$ cat src/rtl/ccr_unit.sv
// ccr_unit: condition-code register for the 8-bit pipelined core.
// Latches Z/N/C/V from write-back under per-flag enables, evaluates branch
// predicates through a write-back bypass, consumes the tested flag on a taken
// branch, and keeps a small shadow stack of CCR snapshots for nested interrupts.
module ccr_unit #(
  parameter int SHADOW_DEPTH = 2
) (
  input  logic       clk,
  input  logic       rst,
  input  logic       stall,
  input  logic       alu_z,
  input  logic       alu_n,
  input  logic       alu_c,
  input  logic       alu_v,
  input  logic [3:0] flag_we,
  input  logic       br_eval,
  input  logic [2:0] br_cond,
  input  logic       int_save,
  input  logic       rti_restore,
  output logic [3:0] ccr,
  output logic       carry_out,
  output logic       br_taken,
  output logic       stack_empty,
  output logic       stack_full,
  output logic       stack_err
);

  // Stack pointer counts 0..SHADOW_DEPTH, so three bits cover depths up to 4.
  localparam logic [2:0] DEPTH_L = 3'(SHADOW_DEPTH);

  logic [3:0] ccr_r;
  logic [2:0] sp_r;
  logic       err_r;
  logic [3:0] stack_r [0:3];

  logic [3:0] alu_flags_s;
  logic [3:0] wb_ccr_s;
  logic       pred_s;
  logic       taken_s;
  logic [3:0] consume_s;
  logic [3:0] next_ccr_s;
  logic [1:0] push_idx_s;
  logic [1:0] pop_idx_s;
  logic       at_full_s;
  logic       at_empty_s;

  // Predicate select on the bypassed flags {V,C,N,Z}.
  function automatic logic eval_pred(input logic [2:0] cond, input logic [3:0] f);
    logic r;
    case (cond)
      3'b000:  r = 1'b1;
      3'b001:  r = f[0];
      3'b010:  r = f[1];
      3'b011:  r = f[2];
      3'b100:  r = f[3];
      3'b101:  r = ~f[0];
      3'b110:  r = ~f[2];
      3'b111:  r = 1'b0;
      default: r = 1'b0;
    endcase
    return r;
  endfunction

  assign alu_flags_s = {alu_v, alu_c, alu_n, alu_z};
  assign wb_ccr_s    = (alu_flags_s & flag_we) | (ccr_r & ~flag_we);
  assign at_full_s   = (sp_r == DEPTH_L);
  assign at_empty_s  = (sp_r == 3'd0);
  // Entries above sp never get written, so the low two bits index safely;
  // at sp==4 the pop index wraps to entry 3 as intended.
  assign push_idx_s  = sp_r[1:0];
  assign pop_idx_s   = sp_r[1:0] - 2'd1;

  // Branch resolution and flag consumption; only direct flag tests consume.
  always_comb begin
    pred_s    = eval_pred(br_cond, wb_ccr_s);
    taken_s   = br_eval & ~stall & pred_s;
    consume_s = 4'b0000;
    if (taken_s) begin
      case (br_cond)
        3'b001:  consume_s = 4'b0001;
        3'b010:  consume_s = 4'b0010;
        3'b011:  consume_s = 4'b0100;
        3'b100:  consume_s = 4'b1000;
        default: consume_s = 4'b0000;
      endcase
    end else begin
      consume_s = 4'b0000;
    end
    next_ccr_s = wb_ccr_s & ~consume_s;
  end

  // CCR, stack pointer and sticky error; stall freezes everything but reset.
  always_ff @(posedge clk) begin
    if (rst) begin
      ccr_r <= 4'b0000;
      sp_r  <= 3'd0;
      err_r <= 1'b0;
    end else if (!stall) begin
      if (int_save && rti_restore) begin
        ccr_r <= next_ccr_s;
        err_r <= 1'b1;
      end else if (int_save) begin
        ccr_r <= next_ccr_s;
        if (at_full_s) begin
          err_r <= 1'b1;
        end else begin
          sp_r <= sp_r + 3'd1;
        end
      end else if (rti_restore) begin
        if (at_empty_s) begin
          err_r <= 1'b1;
        end else begin
          ccr_r <= stack_r[pop_idx_s];
          sp_r  <= sp_r - 3'd1;
        end
      end else begin
        ccr_r <= next_ccr_s;
      end
    end
  end

  // Snapshot storage; contents are don't-care after reset so no reset term.
  always_ff @(posedge clk) begin
    if (!rst && !stall && int_save && !rti_restore && !at_full_s) begin
      stack_r[push_idx_s] <= next_ccr_s;
    end
  end

  assign ccr         = ccr_r;
  assign carry_out   = ccr_r[2];
  assign br_taken    = taken_s;
  assign stack_empty = at_empty_s;
  assign stack_full  = at_full_s;
  assign stack_err   = err_r;

endmodule

$ cat config.mk
export PLATFORM = sky130hd
export DESIGN_NAME = ccr_unit
export DESIGN_NICKNAME = d
export VERILOG_FILES = /design/src/rtl/ccr_unit.sv
export SDC_FILE = /design/constraint.sdc
export NUM_CORES = 1
export LEC_CHECK = 0
export ABC_CLOCK_PERIOD_IN_PS = 2500
export BUFFER_PORTS_ARGS = -buffer_cell sky130_fd_sc_hd__buf_2
export CAP_MARGIN = 20
export CORE_MARGIN = 2
export CORE_UTILIZATION = 30
export DETAILED_ROUTE_END_ITERATION = 16
export GPL_TIMING_DRIVEN = 1
export MAX_ROUTING_LAYER = met4
export PLACE_DENSITY = 0.49
export REMOVE_ABC_BUFFERS = 1
export SYNTH_ARGS = -nofsm -noshare
export SYNTH_HDL_FRONTEND = slang
export SYNTH_SLANG_ARGS = --single-unit
$ cat constraint.sdc
create_clock -name clk -period 2.5 [get_ports clk]
set_input_delay 0.5 -clock clk [delete_from_list [all_inputs] [get_ports clk]]
set_output_delay 0.5 -clock clk [all_outputs]
set_load 0.01 [all_outputs]
# [After elaboration in Yosys (flattened, before gate mapping)]
# Memories as Yosys holds them, arrays and structs flattened.
# Index checks and enable logic that the tools add are counted.
[totals] reg_bits=8 word_cells=66 mem_count=1 ramBits=16 out_inout_bits=9 input_bits=17
[memory_table] name="stack_r" words=4 width=4 read_ports=1 rd_clocked_by_memory_dff=0 write_ports=1 line="34" source="logic [3:0] stack_r [0:3];"
[op_classes] n_reduce_logical=17 n_addsub=3 bitwise=12 n_mux=18 eq_ne=12
[op_table] operator="4-bit 2-to-1 mux" count=5
[op_table] operator="4-bit case mux with 4 select lines" count=1
[op_table] operator="4-bit bitwise AND" count=3
[op_table] operator="3-bit equality test, second input constant" count=4
[op_table] operator="3-bit 2-to-1 mux" count=4
[op_table] operator="3-bit by 2-bit equality test with 1-bit output, second input constant" count=3
[op_table] operator="4-bit inverter" count=2
[op_table] operator="1-bit case mux with 8 select lines" count=1
[op_table] operator="1-bit 2-to-1 mux" count=7
[op_table] operator="3-bit logical NOT" count=2
[op_table] operator="3-bit nonzero test" count=2
[op_table] operator="1-bit logical AND" count=5
[op_table] operator="5-bit AND reduction" count=1
[op_table] operator="1-bit logical NOT" count=4
[op_table] operator="2-bit inequality test, second input constant" count=2
[op_table] operator="4-bit by 3-bit inequality test with 1-bit output, second input constant" count=1
[op_table] operator="1-bit inverter" count=4
[op_table] operator="4-bit OR" count=1
[op_table] operator="4-bit AND reduction" count=1
[op_table] operator="3-bit by 1-bit adder with 3-bit output, second input constant" count=1
[op_table] operator="3-bit by 1-bit equality test with 1-bit output, second input constant" count=1
[op_table] operator="3-bit by 1-bit inequality test with 1-bit output, second input constant" count=1
[op_table] operator="3-bit by 1-bit subtractor with 3-bit output, second input constant" count=1
[op_table] operator="1-bit bitwise AND" count=2
[op_table] operator="other kinds (3)" count=3

# [Depth between registers and ports, before layout]
[logic_depth] word_depth=12 mapped_depth=8 mapped_depth_nobuf=7

# [Worst setup path before layout]
# OpenSTA, ideal clock, no wires.
[synth_timing] kind="register -> register" startpoint="register sp_r[0]" endpoint="memory stack_r[0][0], enable pin" setup_ps=309 stages_incl_launch_ff=8 arrival_time_ps=1807 path_slack_ps=384 cell_sequence="dfxtp_1 > buf_2 > inv_1 > ha_1 > nor2b_1 > or3_4 > nor3_1 > and2_1"
[synth_via] elab_chain_cells=5
[synth_rtl] element="start, declared" line="32" source="logic [2:0] sp_r;"
[synth_rtl] element="start signal, assigned" line="107" source="sp_r <= sp_r + 3'd1;"
[synth_rtl] element="start signal, assigned" line="114" source="sp_r <= sp_r - 3'd1;"
[synth_rtl] element="3-bit by 2-bit equality test with 1-bit output" line="66" source="assign at_full_s = (sp_r == DEPTH_L);"
[synth_rtl] element="named net stack_full" line="24" source="output logic stack_full,"
[synth_rtl] element="1-bit logical NOT" line="124" source="if (!rst && !stall && int_save && !rti_restore && !at_full_s) begin"
[synth_rtl] element="1-bit logical AND" line="124"
[synth_rtl] element="1-bit 2-to-1 mux" line="124"
[synth_rtl] element="1-bit 2-to-1 mux (not written as such)" line="125" source="stack_r[push_idx_s] <= next_ccr_s;"
[synth_rtl] element="end, declared" line="34"
# The timed path passes the listed nets, and every way through them passes these cells.

# [Final worst setup path]
[layout_timing] startpoint="input flag_we[1]" endpoint="output br_taken"
[layout_via] elab_chain_cells=5 word_cells_on_any_way=6
[layout_rtl] element="start, declared" line="15" source="input logic [3:0] flag_we,"
[layout_rtl] element="4-bit inverter" line="65" source="assign wb_ccr_s = (alu_flags_s & flag_we) | (ccr_r & ~flag_we);"
[layout_rtl] element="4-bit bitwise AND" line="65"
[layout_rtl] element="4-bit OR (*)" line="65"
[layout_rtl] element="1-bit case mux with 8 select lines (*)" line="50" source="case (cond)"
[layout_rtl] element="1-bit bitwise AND (*)" line="76" source="taken_s = br_eval & ~stall & pred_s;"
[layout_rtl] element="end, declared" line="22" source="output logic br_taken,"
# Every way passes the cells marked *; elsewhere a longest branch is shown, timed or not.

==> results.yml <==
timing:
  hold_viol: 0
  worstMarginPinSlew_ns: 0.505
  min_period_over_period_pct: 88.4
  finalSetupViolations: 0
  slew_viol_final: 0
  max_freq_mhz: 452
  rsz0062_at_grt: "false"
  hold_ws_ns: 0.495
  finalSetupTns_ns: 0
  max-slew-margin-rel_pct: 66.2
  fin_skew_ns: 0.000623
  fin_crit_ns: 2.21
drt:
  drc: 0
  drt-vias-per-instance: 4.77
  wl_per_cell_um: 13.2
  vias: 883
  drtPass1Iterations: 4
  wl_um: 2450
  drt-initial-drc-count: 33
  ant_nets: 0
clocking:
  clkTransAtPathRegs_ns: 0.08
  htreeDepth: 1
  clockBufferDepth: 2
  cts_tree: "done"
  hold_buffers: 0
  clk_latency_ns: 0.26
  post_cts_buffers: 0
  clock-root-buffer: "clkbuf_8"
  ctsResizeCount: 0
  clock-sinks: 24
  cts_buffers: 3
global_route:
  grt_pass1_vias: 853
  grt-ovfl-total: 0
  grt_pass1_wl_um: 4030
  antenna_found_initial: 0
  grt_max_degree: 15
  grt.total_usage_pct: 11.0
logic_synthesis:
  ys_types: 34
  ys_seq_elements: 24
  synth-edff-count: 16
  syn_area_um2: 1270
  synth_cells: 109
  ys_warn_count: 0
  synthArstFlopShare_pct: 0
  syn_area_per_cell_um2: 11.7
  seq_area_frac_synth_pct: 50.4
  synth_flop_cell: "edfxtp_1"
floorplan:
  coreArea_um2: 4030
  die_w_um: 69.1
  ios: 26
  die_h_um: 69.1
  die-area_um2: 4770
  initial_core_util_pct: 31.5
  rows: 23
layout:
  synthToLayoutAreaGrowth_pct: 19.5
  num-nets-final: 158
  drive_gt1_share_pct: 28.9
  n_antenna_cell: 0
  finish.instance_area_um2: 1520
place:
  port_buffers: 25
  place_hpwl_um: 1960
  place_congestion: 0.760
  place_area_um2: 1450
critical_path:
  crit_path_max_fanout: 5
  slowest_stage: "mux2i_1"
  cp.required_ns: 2.00
  cp.arrival_ns: 1.71
  cp-start-kind: "primary input"
  endpoint_kind: "output port"
  cp_slowest_stage_delay_ns: 0.28
  worstPathCellList: "buf_2, mux2i_1, nor2b_1, a21oi_1, nand4_1, and2_1, buf_2"
  cpMostUsedCell: "buf_2"
  worstSetupPathType: "in -> out"
worst_hold_path:
  hold_path.class: "reg -> reg"
power:
  vdd_drop_max_mv: 0.297
  powerDensity_nw_per_um2: 617
  p_leak_uw: 0.000584
job:
  cap_viol_max_count: 0
outcome:
  status: "completed"
-- worst max-delay path, delay by kind of cell --
kind	cells	cell delay, ns
buffers and inverters	2	0.21
multiplexers	1	0.28
AND/OR/NAND/NOR	3	0.55
AO/OA/AOI/OAI	1	0.16
-- placed cells by master (no fill, tap or decap) --
cell        n
a2bb2oi_1   1
buf_4       2
or3_4       1
a21oi_1    10
mux2i_1     6
clkbuf_8    3
nor3b_1     2
a211o_1     1
a211oi_2    1
or2_1       2
nand2_1     5
nand4_1     1
mux4_2      4
edfxtp_1   16
nand4b_1    1
fa_1        1
nand2b_1    1
ha_1        4
buf_2      25
or3_1       1
nand3b_1    1
inv_1       2
inv_2       1
xnor2_1     3
nor2b_1     6
a211oi_1    1
bufinv_16   1
o21ai_0     1
nor2_1     10
dfxtp_1     8
nor3_1      1
a21oi_2     1
and2_1      5
xor2_1      1
a31oi_1     5
-- metal layers --
layer  part of all wire [%]  global-route usage [%]  vias up
li1                       -                       -      451
met1                     46                    13.5      408
met2                     47                    16.7       22
met3                    5.7                    3.95        2
met4                   0.94                    3.92        0
met5                      0                       -        -
-- power by group --
part / leakage (uW) / internal (uW) / switching [uW]
clock network: 0.0000357 / 214 / 121
logic: 0.000336 / 70.5 / 85.7
registers: 0.000212 / 438 / 8.07
-- worst paths after layout --
kind,slack (ns),cells after the start,to,startpoint
worst max-delay path,0.29,7,br_taken,flag_we[1]
worst min-delay path,0.49,2,stack_err$_SDFFE_PP0P_,stack_err$_SDFFE_PP0P_
worst max register to register,0.50,6,stack_r[2][0]$_DFFE_PP_,sp_r[0]$_SDFFE_PP0P_
worst min register to register,0.49,2,stack_err$_SDFFE_PP0P_,stack_err$_SDFFE_PP0P_
-- flip-flops by register name, summed over array words and instances (netlist names) --
signal and flops:
stack_r 16, ccr 4, sp_r 3, stack_err 1
-- Yosys cell counts (2+ instances only) --
library cell	number	area share, %
inv_1	2	0.59
xnor2_1	3	2.1
ha_1	4	3.9
a31oi_1	5	2.5
nor2b_1	6	3.0
nor2_1	10	3.0
or2_1	2	0.99
edfxtp_1	16	38
mux2i_1	6	4.7
buf_2	3	1.2
mux4_2	4	7.1
nor3b_1	2	1.2
nand2_1	5	1.5
and2_1	5	2.5
dfxtp_1	8	13
a21oi_1	10	3.9
-- logic make-up after synthesis --
kind of cell | count (synthesis) | share of synthesized area [%]
flops | 24 | 50.4
compound gates | 21 | 10.4
xor+xnor | 4 | 2.76
mux | 10 | 11.8
fa+ha+maj | 5 | 5.52
buf+inv | 8 | 2.96
simple gates | 37 | 16.1
-- stage by stage --
| step | power (uW) | utilization [%] | instances | worst slack (ns) |
|---|---|---|---|---|
| CTS | 952 | 37.7 | 185 | 0.301 |
| global placement | 611 | 35.9 | 181 | 0.366 |
| global route | 985 | 37.7 | 185 | 0.179 |
| floorplan | 553 | - | 104 | 0.369 |
| finish | 937 | 37.7 | 185 | 0.290 |
| detailed placement | 612 | 35.9 | 181 | 0.311 |
-- layout make-up --
class,instances,area (um2)
clock buffer,3,41.3
clock inverter,1,30.0
fill,405,2510
inverter,3,11.3
multi-input combinational,77,592
sequential,24,641
tap,50,62.6
timing repair buffer,27,140
Power figures use the tool's default switching activity.
